==> config.mk <==
export PLATFORM = sky130hd
export DESIGN_NAME = mem_stage_flat
export DESIGN_NICKNAME = d
export VERILOG_FILES = /design/src/rtl/mem_stage_if.sv /design/src/rtl/mem_stage.sv /design/src/flat_wrapper.sv
export SDC_FILE = /design/constraint.sdc
export NUM_CORES = 1
export LEC_CHECK = 0
export CAP_MARGIN = 10
export CORE_AREA = 10 10 133 135
export DETAILED_ROUTE_END_ITERATION = 8
export DIE_AREA = 0 0 143 145
export PLACE_DENSITY = 0.78
export SETUP_SLACK_MARGIN = 0.05
export SLEW_MARGIN = 10
export SYNTH_ARGS = -nofsm -noshare
export SYNTH_HDL_FRONTEND = slang
export SYNTH_SLANG_ARGS = --single-unit
export TNS_END_PERCENT = 5
==> constraint.sdc <==
create_clock -name clk -period 2.5 [get_ports clk]
set_clock_uncertainty 0.15 [all_clocks]
set_input_delay 0.5 -clock clk [delete_from_list [all_inputs] [get_ports clk]]
set_output_delay 0.5 -clock clk [all_outputs]
set_load 0.02 [all_outputs]
==> src/rtl/mem_stage_if.sv <==
// ============================================================================
//  Module      : mem_stage_if
//  Description : Data-memory request/acknowledge bus between mem_stage and
//                the data memory.
//  Revision    : 1.0 - initial release
// ============================================================================
`default_nettype none

interface mem_stage_if #(
    parameter int ADDR_WIDTH = 32
);
    logic                  dmemReq;
    logic                  dmemWe;
    logic [ADDR_WIDTH-1:0] dmemAddr;
    logic [31:0]           dmemWdata;
    logic [3:0]            dmemBe;
    logic [31:0]           dmemRdata;
    logic                  dmemAck;

    modport master (
        output dmemReq, dmemWe, dmemAddr, dmemWdata, dmemBe,
        input  dmemRdata, dmemAck
    );

    modport slave (
        input  dmemReq, dmemWe, dmemAddr, dmemWdata, dmemBe,
        output dmemRdata, dmemAck
    );
endinterface

`default_nettype wire

==> src/rtl/mem_stage.sv <==
// ============================================================================
//  Module      : mem_stage
//  Description : Memory-access pipeline stage. Issues loads/stores over a
//                variable-latency req/ack bus, aligns/extends load data and
//                registers the writeback bundle. Optional misaligned-access
//                trap enabled by defining MEM_MISALIGN_TRAP_EN.
//  Revision    : 1.0 - initial release
// ============================================================================
`default_nettype none

module mem_stage #(
    parameter int ADDR_WIDTH = 32
) (
    input  wire logic        clk,
    input  wire logic        reset,
    input  wire logic [31:0] alu,
    input  wire logic        aluToReg,
    input  wire logic [1:0]  memSize,
    input  wire logic [1:0]  memOp,
    input  wire logic        memUnsigned,
    input  wire logic [4:0]  rd,
    input  wire logic [31:0] rs2Val,
    output logic             stallOut,
    mem_stage_if.master      dmem,
    output logic [31:0]      wbVal,
    output logic [4:0]       wbRd,
    output logic             wbWe,
    output logic             misaligned
);

    localparam logic [0:0] C_IDLE     = 1'b0;
    localparam logic [0:0] C_WAIT     = 1'b1;
    localparam logic [1:0] C_OP_LOAD  = 2'b01;
    localparam logic [1:0] C_OP_STORE = 2'b10;
    localparam logic [1:0] C_SZ_BYTE  = 2'b00;
    localparam logic [1:0] C_SZ_HALF  = 2'b01;

    logic [0:0]            state_q, state_d;
    logic                  dmemReq_q, dmemReq_d;
    logic                  dmemWe_q, dmemWe_d;
    logic [ADDR_WIDTH-1:0] dmemAddr_q, dmemAddr_d;
    logic [31:0]           dmemWdata_q, dmemWdata_d;
    logic [3:0]            dmemBe_q, dmemBe_d;
    logic [31:0]           wbVal_q, wbVal_d;
    logic [4:0]            wbRd_q, wbRd_d;
    logic                  wbWe_q, wbWe_d;

    logic                  w_is_load;
    logic                  w_is_store;
    logic                  w_is_mem;
    logic                  w_misalign;
    logic                  w_stall;
    logic [1:0]            w_off;
    logic [3:0]            w_be;
    logic [31:0]           w_wdata;
    logic [7:0]            w_byte;
    logic [15:0]           w_half;
    logic [31:0]           w_load_ext;

    assign w_off      = alu[1:0];
    assign w_is_load  = (memOp == C_OP_LOAD);
    assign w_is_store = (memOp == C_OP_STORE);
    assign w_is_mem   = w_is_load | w_is_store;

`ifdef MEM_MISALIGN_TRAP_EN
    logic misaligned_q, misaligned_d;
    assign w_misalign = ((memSize == C_SZ_HALF) && w_off[0]) ||
                        (memSize[1] && (w_off != 2'b00));
    assign misaligned = misaligned_q;
`else
    assign w_misalign = 1'b0;
    assign misaligned = 1'b0;
`endif

    // Lane steering for stores; size 2'b11 falls into the word case.
    always_comb begin
        w_be    = 4'b1111;
        w_wdata = rs2Val;
        case (memSize)
            C_SZ_BYTE: begin
                w_be    = 4'b0001 << w_off;
                w_wdata = {4{rs2Val[7:0]}};
            end
            C_SZ_HALF: begin
                w_be    = 4'b0011 << {w_off[1], 1'b0};
                w_wdata = {2{rs2Val[15:0]}};
            end
            default: ;
        endcase
    end

    always_comb begin
        w_byte = dmem.dmemRdata[7:0];
        case (w_off)
            2'd0:    w_byte = dmem.dmemRdata[7:0];
            2'd1:    w_byte = dmem.dmemRdata[15:8];
            2'd2:    w_byte = dmem.dmemRdata[23:16];
            default: w_byte = dmem.dmemRdata[31:24];
        endcase
        w_half     = w_off[1] ? dmem.dmemRdata[31:16] : dmem.dmemRdata[15:0];
        w_load_ext = dmem.dmemRdata;
        case (memSize)
            C_SZ_BYTE: w_load_ext = memUnsigned ? {24'd0, w_byte}
                                                : {{24{w_byte[7]}}, w_byte};
            C_SZ_HALF: w_load_ext = memUnsigned ? {16'd0, w_half}
                                                : {{16{w_half[15]}}, w_half};
            default:   ;
        endcase
    end

    always_ff @(posedge clk or negedge reset) begin
        if (!reset) begin
            state_q <= C_IDLE;
        end else begin
            state_q <= state_d;
        end
    end

    always_comb begin
        state_d = state_q;
        case (state_q)
            C_IDLE:  if (w_is_mem && !w_misalign) state_d = C_WAIT;
            C_WAIT:  if (dmem.dmemAck)            state_d = C_IDLE;
            default: state_d = C_IDLE;
        endcase
    end

    always_comb begin
        w_stall     = 1'b0;
        dmemReq_d   = dmemReq_q;
        dmemWe_d    = dmemWe_q;
        dmemAddr_d  = dmemAddr_q;
        dmemWdata_d = dmemWdata_q;
        dmemBe_d    = dmemBe_q;
        wbVal_d     = wbVal_q;
        wbRd_d      = wbRd_q;
        wbWe_d      = 1'b0;
`ifdef MEM_MISALIGN_TRAP_EN
        misaligned_d = 1'b0;
`endif
        case (state_q)
            C_IDLE: begin
                if (!w_is_mem) begin
                    dmemReq_d = 1'b0;
                    wbVal_d   = alu;
                    wbRd_d    = rd;
                    wbWe_d    = aluToReg && (rd != 5'd0);
                end else if (w_misalign) begin
`ifdef MEM_MISALIGN_TRAP_EN
                    misaligned_d = 1'b1;
`endif
                end else begin
                    // Enables qualify write lanes only; a load returns the whole word.
                    w_stall     = 1'b1;
                    dmemReq_d   = 1'b1;
                    dmemWe_d    = w_is_store;
                    dmemAddr_d  = {alu[ADDR_WIDTH-1:2], 2'b00};
                    dmemBe_d    = w_is_store ? w_be : 4'b0000;
                    dmemWdata_d = w_is_store ? w_wdata : 32'd0;
                end
            end
            C_WAIT: begin
                if (dmem.dmemAck) begin
                    dmemReq_d = 1'b0;
                    if (w_is_load) begin
                        wbVal_d = w_load_ext;
                        wbRd_d  = rd;
                        wbWe_d  = (rd != 5'd0);
                    end
                end else begin
                    w_stall = 1'b1;
                end
            end
            default: ;
        endcase
    end

    // Upstream hold is forced low while reset is asserted.
    assign stallOut = w_stall & reset;

    always_ff @(posedge clk or negedge reset) begin
        if (!reset) begin
            dmemReq_q   <= 1'b0;
            dmemWe_q    <= 1'b0;
            dmemAddr_q  <= '0;
            dmemWdata_q <= 32'd0;
            dmemBe_q    <= 4'd0;
            wbVal_q     <= 32'd0;
            wbRd_q      <= 5'd0;
            wbWe_q      <= 1'b0;
`ifdef MEM_MISALIGN_TRAP_EN
            misaligned_q <= 1'b0;
`endif
        end else begin
            dmemReq_q   <= dmemReq_d;
            dmemWe_q    <= dmemWe_d;
            dmemAddr_q  <= dmemAddr_d;
            dmemWdata_q <= dmemWdata_d;
            dmemBe_q    <= dmemBe_d;
            wbVal_q     <= wbVal_d;
            wbRd_q      <= wbRd_d;
            wbWe_q      <= wbWe_d;
`ifdef MEM_MISALIGN_TRAP_EN
            misaligned_q <= misaligned_d;
`endif
        end
    end

    assign dmem.dmemReq   = dmemReq_q;
    assign dmem.dmemWe    = dmemWe_q;
    assign dmem.dmemAddr  = dmemAddr_q;
    assign dmem.dmemWdata = dmemWdata_q;
    assign dmem.dmemBe    = dmemBe_q;
    assign wbVal          = wbVal_q;
    assign wbRd           = wbRd_q;
    assign wbWe           = wbWe_q;

endmodule

`default_nettype wire

==> src/flat_wrapper.sv <==
// flat-port wrapper written by rule: the top's interface ports become plain ports
module mem_stage_flat 
#(
    parameter int ADDR_WIDTH = 32
)
  (clk, reset, alu, aluToReg, memSize, memOp, memUnsigned, rd, rs2Val, stallOut, wbVal, wbRd, wbWe, misaligned, dmem_dmemReq, dmem_dmemWe, dmem_dmemAddr, dmem_dmemWdata, dmem_dmemBe, dmem_dmemRdata, dmem_dmemAck);
  mem_stage_if #(.ADDR_WIDTH(ADDR_WIDTH)) dmem_i ();
  input  wire logic clk;
  input  wire logic reset;
  input  wire logic [31:0] alu;
  input  wire logic aluToReg;
  input  wire logic [1:0] memSize;
  input  wire logic [1:0] memOp;
  input  wire logic memUnsigned;
  input  wire logic [4:0] rd;
  input  wire logic [31:0] rs2Val;
  output logic stallOut;
  output logic [31:0] wbVal;
  output logic [4:0] wbRd;
  output logic wbWe;
  output logic misaligned;
  output wire logic [$bits(dmem_i.dmemReq)-1:0] dmem_dmemReq;
  output wire logic [$bits(dmem_i.dmemWe)-1:0] dmem_dmemWe;
  output wire logic [$bits(dmem_i.dmemAddr)-1:0] dmem_dmemAddr;
  output wire logic [$bits(dmem_i.dmemWdata)-1:0] dmem_dmemWdata;
  output wire logic [$bits(dmem_i.dmemBe)-1:0] dmem_dmemBe;
  input wire logic [$bits(dmem_i.dmemRdata)-1:0] dmem_dmemRdata;
  input wire logic [$bits(dmem_i.dmemAck)-1:0] dmem_dmemAck;
  assign dmem_dmemReq = dmem_i.dmemReq;
  assign dmem_dmemWe = dmem_i.dmemWe;
  assign dmem_dmemAddr = dmem_i.dmemAddr;
  assign dmem_dmemWdata = dmem_i.dmemWdata;
  assign dmem_dmemBe = dmem_i.dmemBe;
  assign dmem_i.dmemRdata = dmem_dmemRdata;
  assign dmem_i.dmemAck = dmem_dmemAck;
  mem_stage #(.ADDR_WIDTH(ADDR_WIDTH)) u_core (.clk(clk), .reset(reset), .alu(alu), .aluToReg(aluToReg), .memSize(memSize), .memOp(memOp), .memUnsigned(memUnsigned), .rd(rd), .rs2Val(rs2Val), .stallOut(stallOut), .dmem(dmem_i), .wbVal(wbVal), .wbRd(wbRd), .wbWe(wbWe), .misaligned(misaligned));
endmodule
Word level (Yosys, flattened, before mapping)
Cells that the tools add are included.
{ "totals": {"output_inout_bits": 110, "ff_bits": 107, "wordCells": 54} }
{ "op_classes": {"mux": 26, "eq_ne": 8, "n_reduce_logical": 6, "shift": 2, "n_bitwise": 3} }
{ "op_table": {"columns": ["cell", "n"], "rows": [
  ["$mux 32", 6],
  ["$pmux 32 s2", 3],
  ["$pmux 8 s3", 1],
  ["$mux 16", 1],
  ["$mux 5", 3],
  ["$pmux 5 s2", 1],
  ["$pmux 4 s2", 1],
  ["$eq 2x1->1 const B", 3],
  ["$mux 1", 6],
  ["$ne 2x2->1 const B", 3],
  ["$pmux 1 s2", 3],
  ["$reduce_bool 5->1", 1],
  ["$eq 2x2->1 const B", 2],
  ["$logic_not 2->1", 2],
  ["$mux 4", 1],
  ["$shl 1x2->4 const A", 1],
  ["$shl 2x2->4 const A", 1],
  ["$reduce_and 3->1", 1],
  ["$reduce_and 2->1", 1],
  ["$and 1x1->1", 1],
  ["$logic_and 1x1->1", 1],
  ["$not 1->1", 1],
  ["$or 1x1->1", 1]
]} }

Logic depth before layout (Yosys ltp)
Gate-level depths: netlist of the first run.
{ "logic_depth": {"depth_word": 7, "depth_mapped": 9, "mapped_depth_nobuf": 7} }

Least setup slack after synthesis of the first run
OpenSTA, ideal clock, no wires.
{ "synth_timing": {"path_type": "input-to-reg", "startpoint": "in memOp[0]", "endpoint": "reg u_core.dmemAddr_q[23], in the netlist u_core.dmem.dmemAddr[23]", "required_ns": 2.233, "setup_ns": 0.117, "path_stages": 8, "arrival_time_ns": 1.730, "n_path_buf": 3, "path_slack_ns": 0.503, "cell_sequence": "inv_1 ha_1 or2_2 clkbuf_1 clkbuf_1 clkbuf_1 nand2_1 nand2_1"} }
{ "synth_between": {"elab_chain_len": 3, "elab_cells_between_ends": 4} }
{ "synth_rtl": {"columns": ["item", "line", "text"], "rows": [
  ["start: declaration", "flat_wrapper.sv:13", "input wire logic [1:0] memOp;"],
  ["$eq 2x1->1 / $eq 2x2->1 (equally long branches)", "mem_stage.sv:61, mem_stage.sv:62", null],
  ["$or 1x1->1 (*)", "mem_stage.sv:63", "assign w_is_mem = w_is_load | w_is_store;"],
  ["$reduce_and 2->1 (no source line) (*)", null, null],
  ["end signal: assignment", "mem_stage.sv:197", "dmemAddr_q <= dmemAddr_d;"],
  ["end: declaration", "mem_stage.sv:41", "logic [ADDR_WIDTH-1:0] dmemAddr_q, dmemAddr_d;"]
]} }
Mark *: on every way between the ends. The rest lies on a longest branch, timed or not.
A chain may end at the register's enable or synchronous reset.

Worst setup path in the final report of the first run
{ "layout_timing": {"startpoint": "in memSize[0]", "endpoint": "reg u_core.wbVal_q[5], in the netlist u_core.wbVal[5]"} }
{ "layout_between": {"elab_chain_len": 5, "elab_cells_between_ends": 6} }
{ "layout_rtl": {"columns": ["item", "line", "text"], "rows": [
  ["start: declaration", "flat_wrapper.sv:12", "input wire logic [1:0] memSize;"],
  ["$eq 2x1->1 / $logic_not 2->1 (equally long branches)", "mem_stage.sv:102", "case (memSize)"],
  ["$pmux 32 s2 (*)", "mem_stage.sv:102", null],
  ["$mux 32 (*)", "mem_stage.sv:165", "if (w_is_load) begin"],
  ["$mux 32 (*)", "mem_stage.sv:163", "if (dmem.dmemAck) begin"],
  ["$pmux 32 s2 (*)", "mem_stage.sv:141", "case (state_q)"],
  ["end signal: assignment", "mem_stage.sv:200", "wbVal_q <= wbVal_d;"],
  ["end: declaration", "mem_stage.sv:44", "logic [31:0] wbVal_q, wbVal_d;"]
]} }
Mark *: on every way between the ends. The rest lies on a longest branch, timed or not. The select of a mux whose other input is x is not followed.

==> results of run 1 <==
## critical path, cell delays in order
cell	delay, ns
clkdlybuf4s50_1	0.47
buf_4	0.18
buf_4	0.17
nor2b_1	0.19
buf_4	0.17
nand2_1	0.05
a31oi_1	0.32
o221ai_1	0.18
a31oi_1	0.21
## sequential cells by signal, indices dropped and copies added (netlist names)
name	count
u_core.wbRd	5
u_core.wbWe	1
u_core.state_q	1
u_core.dmem.dmemWdata	32
u_core.dmem.dmemReq	1
u_core.dmem.dmemWe	1
u_core.dmem.dmemAddr	30
u_core.wbVal	32
u_core.dmem.dmemBe	4
## power by group
part | leakage, nW | total (mW) | internal, mW | switching (mW)
logic | 2.09 | 3.14 | 1.47 | 1.68
clock network | 0.141 | 1.44 | 0.806 | 0.632
registers | 1.36 | 2.55 | 2.26 | 0.294
total | 3.59 | 7.14 | 4.53 | 2.60
## what timing repair did
action / 4_1_cts / 5_1_grt
hold buffers: 0 / 0
pin swaps: 2 / 0
endpoints found under the setup margin: 2 / 2
buffers inserted: 2 / 0
gates resized for setup: 11 / 1
## per-layer routing
layer | up-vias | track usage, % | share of wire, %
met5 | - | 0 | 0
met4 | 0 | 6.04 | 2.0
met3 | 27 | 7.59 | 10
met2 | 205 | 30.0 | 46
met1 | 2416 | 22.8 | 41
li1 | 2443 | - | -
## worst paths after layout
kind / slack, ns / end / from / depth (start not counted)
max in group asynchronous: 1.62 / u_core.wbVal[23] / reset / 2
min in group clk: 0.32 / u_core.wbRd[3] / u_core.wbRd[3] / 2
min: 0.12 / u_core.dmem.dmemBe[2] / reset / 2
max: 0.17 / u_core.wbVal[5] / memSize[0] / 9
max reg2reg: 0.69 / u_core.wbVal[0] / u_core.state_q / 4
min reg2reg: 0.32 / u_core.wbRd[3] / u_core.wbRd[3] / 2
## final cells by class
class,instances,area [um2],area share (%)
clock buffer,14,254,3.15
clock inverter,2,35.0,0.435
inverter,4,15.0,0.186
multi-input combinational,438,2310,28.7
sequential,107,2680,33.2
tap,188,235,2.92
timing repair buffer,256,2530,31.4
## metrics by stage
stage	hold WS (ns)	total power, mW	util (%)
CTS	0.165	7.24	53.6
global route	0.168	7.56	53.6
finish	0.119	7.14	53.6
floorplan	0.0544	4.01	-
detailed placement	0.309	5.75	51.3
global placement	0.301	5.68	51.3
## logic make-up (layout without fill, tap and decap cells)
kind of cell,after synthesis,count (layout),share of synthesized area (%)
and+or+nand+nor,268,268,21.2
DFF,107,107,51.6
muxes,26,26,5.50
adders and majority gates,2,2,0.482
buffers and inverters,53,276,4.70
other,1,3,0.0722
AOI/OAI and AO/OA,139,139,16.4
## cell usage after synthesis, types with 2 or more instances
cell type	instances	area share, %
a21oi_1	16	1.5
a221oi_1	2	0.34
a22o_1	10	1.7
a31oi_1	8	0.96
and2_1	2	0.24
buf_2	12	1.2
buf_4	4	0.58
buf_6	2	0.43
clkbuf_1	31	2.2
dfrtp_1	107	52
ha_1	2	0.48
inv_1	4	0.29
mux2_2	16	3.5
mux2i_1	9	1.7
nand2_1	198	14
nand2b_1	5	0.60
nand3_1	4	0.39
nor2_1	34	2.5
nor2b_1	4	0.48
nor3_1	5	0.48
nor3b_1	7	1.0
o21ai_0	61	5.9
o21ai_1	11	1.1
o221ai_1	5	0.84
o22ai_1	17	2.0
or2_2	2	0.24
==> results.yml, run 1 <==
floorplanning:
  core_region_area_um2: 15000
  rows: 45
  fp.dieW_um: 143
  initial_core_util_pct: 34.5
  die_area_um2: 20700
  io_pins: 220
  die_h_um: 145
placed_design:
  dp_cells: 991
  pre_cts_slack_ns: -0.567
  place_congestion: 0.850
  port-buffer-count: 216
  dp_hpwl_mm: 15.4
  dpl_cell_area_um2: 7720
finish:
  areaGrowthSynthToFinish_pct: 55.2
  n_antenna_cell: 0
  final_nets: 928
  layout_common_cells: "clkdlybuf4s50_1, nand2_1, dfrtp_1"
  layout-drive-gt1-share_pct: 10.2
  finalInstanceArea_um2: 8060
  fin_cells: 1009
  final_common_cell: "clkdlybuf4s50_1"
  fillers: 1367
clock_tree:
  clockBufferDepth: 2
  cts_root_buf: "clkbuf_16"
  cts.sink_count: 107
  cts_tree: "built"
  clkSlewWorstSetupHoldPaths_ns: 0.07
  cts_buffers: 9
  htree_levels: 3
  clk_latency_ns: 0.35
logic_synthesis:
  synthCells: 596
  ys_ff_latch: 107
  synth.distinct_cells: 44
  synth_edf_count: 0
  syn_area_um2: 5190
  async_reset_ff_share_pct: 100
  synth_area_per_cell_um2: 8.71
  synth-seq-area-share_pct: 51.6
  ys.flop_type: "dfrtp_1"
  yosys_warnings: 0
global_route:
  antenna_found_initial: 0
  grt_pass1_vias: 5262
  global_route.usage.total_pct: 18.9
  grt_max_degree: 108
  overflow: 0
  grt_pass1_wl_mm: 30.6
timing:
  hold_viol: 0
  min_period_ns: 2.33
  setup_slack_ns: 0.170
  drv_slew: 0
  setup_violations: 0
  fmax_mhz: 429
  worstMarginPinSlew_ns: 0.602
  fin_tns_setup_ns: 0
  timing.slew.headroom_pct: 59.9
  rsz0062_at_grt: "yes"
  finalCritPeriodShare_pct: 93.2
worst_setup_path:
  cp_max_fo: 9
  critPathCaptureType: "flop"
  arrival_ns: 2.45
  setup.worst_path.start_class: "input port"
  required_ns: 2.62
  path_class: "input port to flop"
routing:
  drt_iter0_markers: 292
  drc: 0
  vias_per_cell: 5.05
  wl_per_cell_um: 19.8
  vias: 5091
  antenna_left: 0
  drt-total-wl_mm: 20.0
  drtPass1Iterations: 4
power_and_ir_drop:
  ir_worst_vdd_uv: 345
  leakage_nw: 3.59
  power.density_nw_per_um2: 886
worst_hold_path:
  hold_path_class: "input port to asynchronous set/reset pin"
run_status:
  outcome: "finished clean"
run:
  drv_cap: 0
No activity file was read; power rests on OpenSTA's default activity.
==> run 2: changes to the inputs <==
PLACE_DENSITY = 0.63   (was 0.78)
==> run 2 against run 1 <==
  * Non-clock buffer count grew 6
  * Cell area increased by 0.81%
  * Combinational power about the same
  * Worst hold slack better by 0.024 ns
  * Critical path depth is 3 lower
  * Critical path type unchanged
  * Critical endpoint is now u_core.wbVal[15]
==> results.yml, run 2 (synthesis results as in run 1) <==
finish:
  areaGrowthSynthToFinish_pct: 56.5
  final_nets: 934
  layout_common_cells: "clkdlybuf4s50_1, nand2_1, dfrtp_1"
  finalInstanceArea_um2: 8120
  final_common_cell: "clkdlybuf4s50_1"
  fillers: 1359
  layout-drive-gt1-share_pct: 11.5
timing:
  min_period_ns: 2.22
  fmax_mhz: 451
  drv_slew: 0
  setup_slack_ns: 0.283
  hold_viol: 0
  finalCritPeriodShare_pct: 88.7
  setup_violations: 0
  timing.slew.headroom_pct: 48.3
  whs_ns: 0.144
  rsz0062_at_grt: "no"
  worstMarginPinSlew_ns: 0.776
routing:
  vias_per_cell: 5.08
  drt-total-wl_mm: 20.2
  drt_iter0_markers: 244
  wl_per_cell_um: 19.9
  drtPass1Iterations: 6
  vias: 5160
  drc: 0
  antenna_left: 0
clock_tree:
  clockBufferDepth: 2
  cts_root_buf: "clkbuf_16"
  cts_buffers: 9
  clkSlewWorstSetupHoldPaths_ns: 0.07
  cts.sink_count: 107
  htree_levels: 3
  cts_tree: "built"
  cts_hold_buf: 0
  clk_latency_ns: 0.35
floorplanning:
  rows: 45
  core_region_area_um2: 15000
  die_h_um: 145
  die_area_um2: 20700
  io_pins: 220
  initial_core_util_pct: 34.5
  fp.dieW_um: 143
run_status:
  outcome: "finished clean"
power_and_ir_drop:
  ir_worst_vdd_uv: 417
  finalPower_mw: 7.20
  power.density_nw_per_um2: 886
  leakage_nw: 3.64
placed_design:
  port-buffer-count: 216
  pre_cts_slack_ns: -0.520
  dp_hpwl_mm: 15.9
  dpl_cell_area_um2: 7760
  place_congestion: 0.873
worst_setup_path:
  critPathCaptureType: "flop"
  setup.worst_path.start_class: "input port"
  path_class: "input port to flop"
  required_ns: 2.59
  cp_max_fo: 8
  arrival_ns: 2.31
global_route:
  grt_pass1_vias: 5581
  antenna_found_initial: 4
  grt_max_degree: 61
  global_route.usage.total_pct: 19.3
  grt_pass1_wl_mm: 31.5
  overflow: 0
run:
  drv_cap: 0
worst_hold_path:
  hold_path_class: "input port to asynchronous set/reset pin"
-- run 2: cell count changes in the layout (fill, tap and decap cells not counted), sizes merged --
cell and delta:
clkbuf -2, buf +6, diode +1, clkinv +2, dlymetal6s2s +1, dlygate4sd2 -1
-- run 2: worst max-delay path, stage by stage --
cell and delay, ns:
clkdlybuf4s50_1 0.62, mux2_4 0.34, a32oi_4 0.26, buf_4 0.16, o21ai_2 0.14, o221a_2 0.29
-- run 2: worst paths after layout --
check | from | to | slack, ns | depth (start not counted)
max | alu[0] | u_core.wbVal[15] | 0.28 | 6
min | reset | u_core.wbVal[28] | 0.14 | 2
max reg2reg | u_core.state_q | u_core.wbVal[0] | 0.64 | 4
min reg2reg | u_core.dmem.dmemBe[1] | u_core.dmem.dmemBe[1] | 0.32 | 2
max in group asynchronous | reset | u_core.state_q | 1.46 | 2
min in group clk | u_core.dmem.dmemBe[1] | u_core.dmem.dmemBe[1] | 0.32 | 2
-- run 2: per-layer routing --
layer  vias to the layer above  GRT usage, %  part of all wire (%)
met4                         4          6.60                   2.2
li1                       2463             -                     -
met3                        27          8.67                    12
met5                         -             0                  0.14
met1                      2449          22.6                    40
met2                       217          30.7                    46
-- run 2: final cells by class --
cell class                 instances  area, um2  area share, %
inverter                           4       15.0          0.185
clock buffer                      12        256           3.16
tap                              188        235           2.90
sequential                       107       2680           33.0
antenna                            1       2.50         0.0308
multi-input combinational        438       2320           28.5
clock inverter                     4       48.8          0.601
timing repair buffer             262       2570           31.6
-- run 2: power breakdown --
part / internal, mW / switching (mW) / total (mW)
registers: 2.26 / 0.308 / 2.57
logic: 1.48 / 1.68 / 3.16
clock network: 0.831 / 0.641 / 1.47
-- run 2: per-stage QoR --
stage,utilization [%],cells,setup TNS [ns]
final,54.0,1016,0
after global routing,54.0,1016,0
after CTS,53.8,1014,0
after detailed placement,51.6,998,-7.02
after global placement,51.6,998,-4.84
after floorplan,-,598,0
-- run 2: what timing repair did --
item	4_1_cts	5_1_grt
buffers inserted	0	1
endpoints found under the setup margin	1	18
pin swaps	2	1
resized for setup	10	5
hold endpoints to repair	0	0
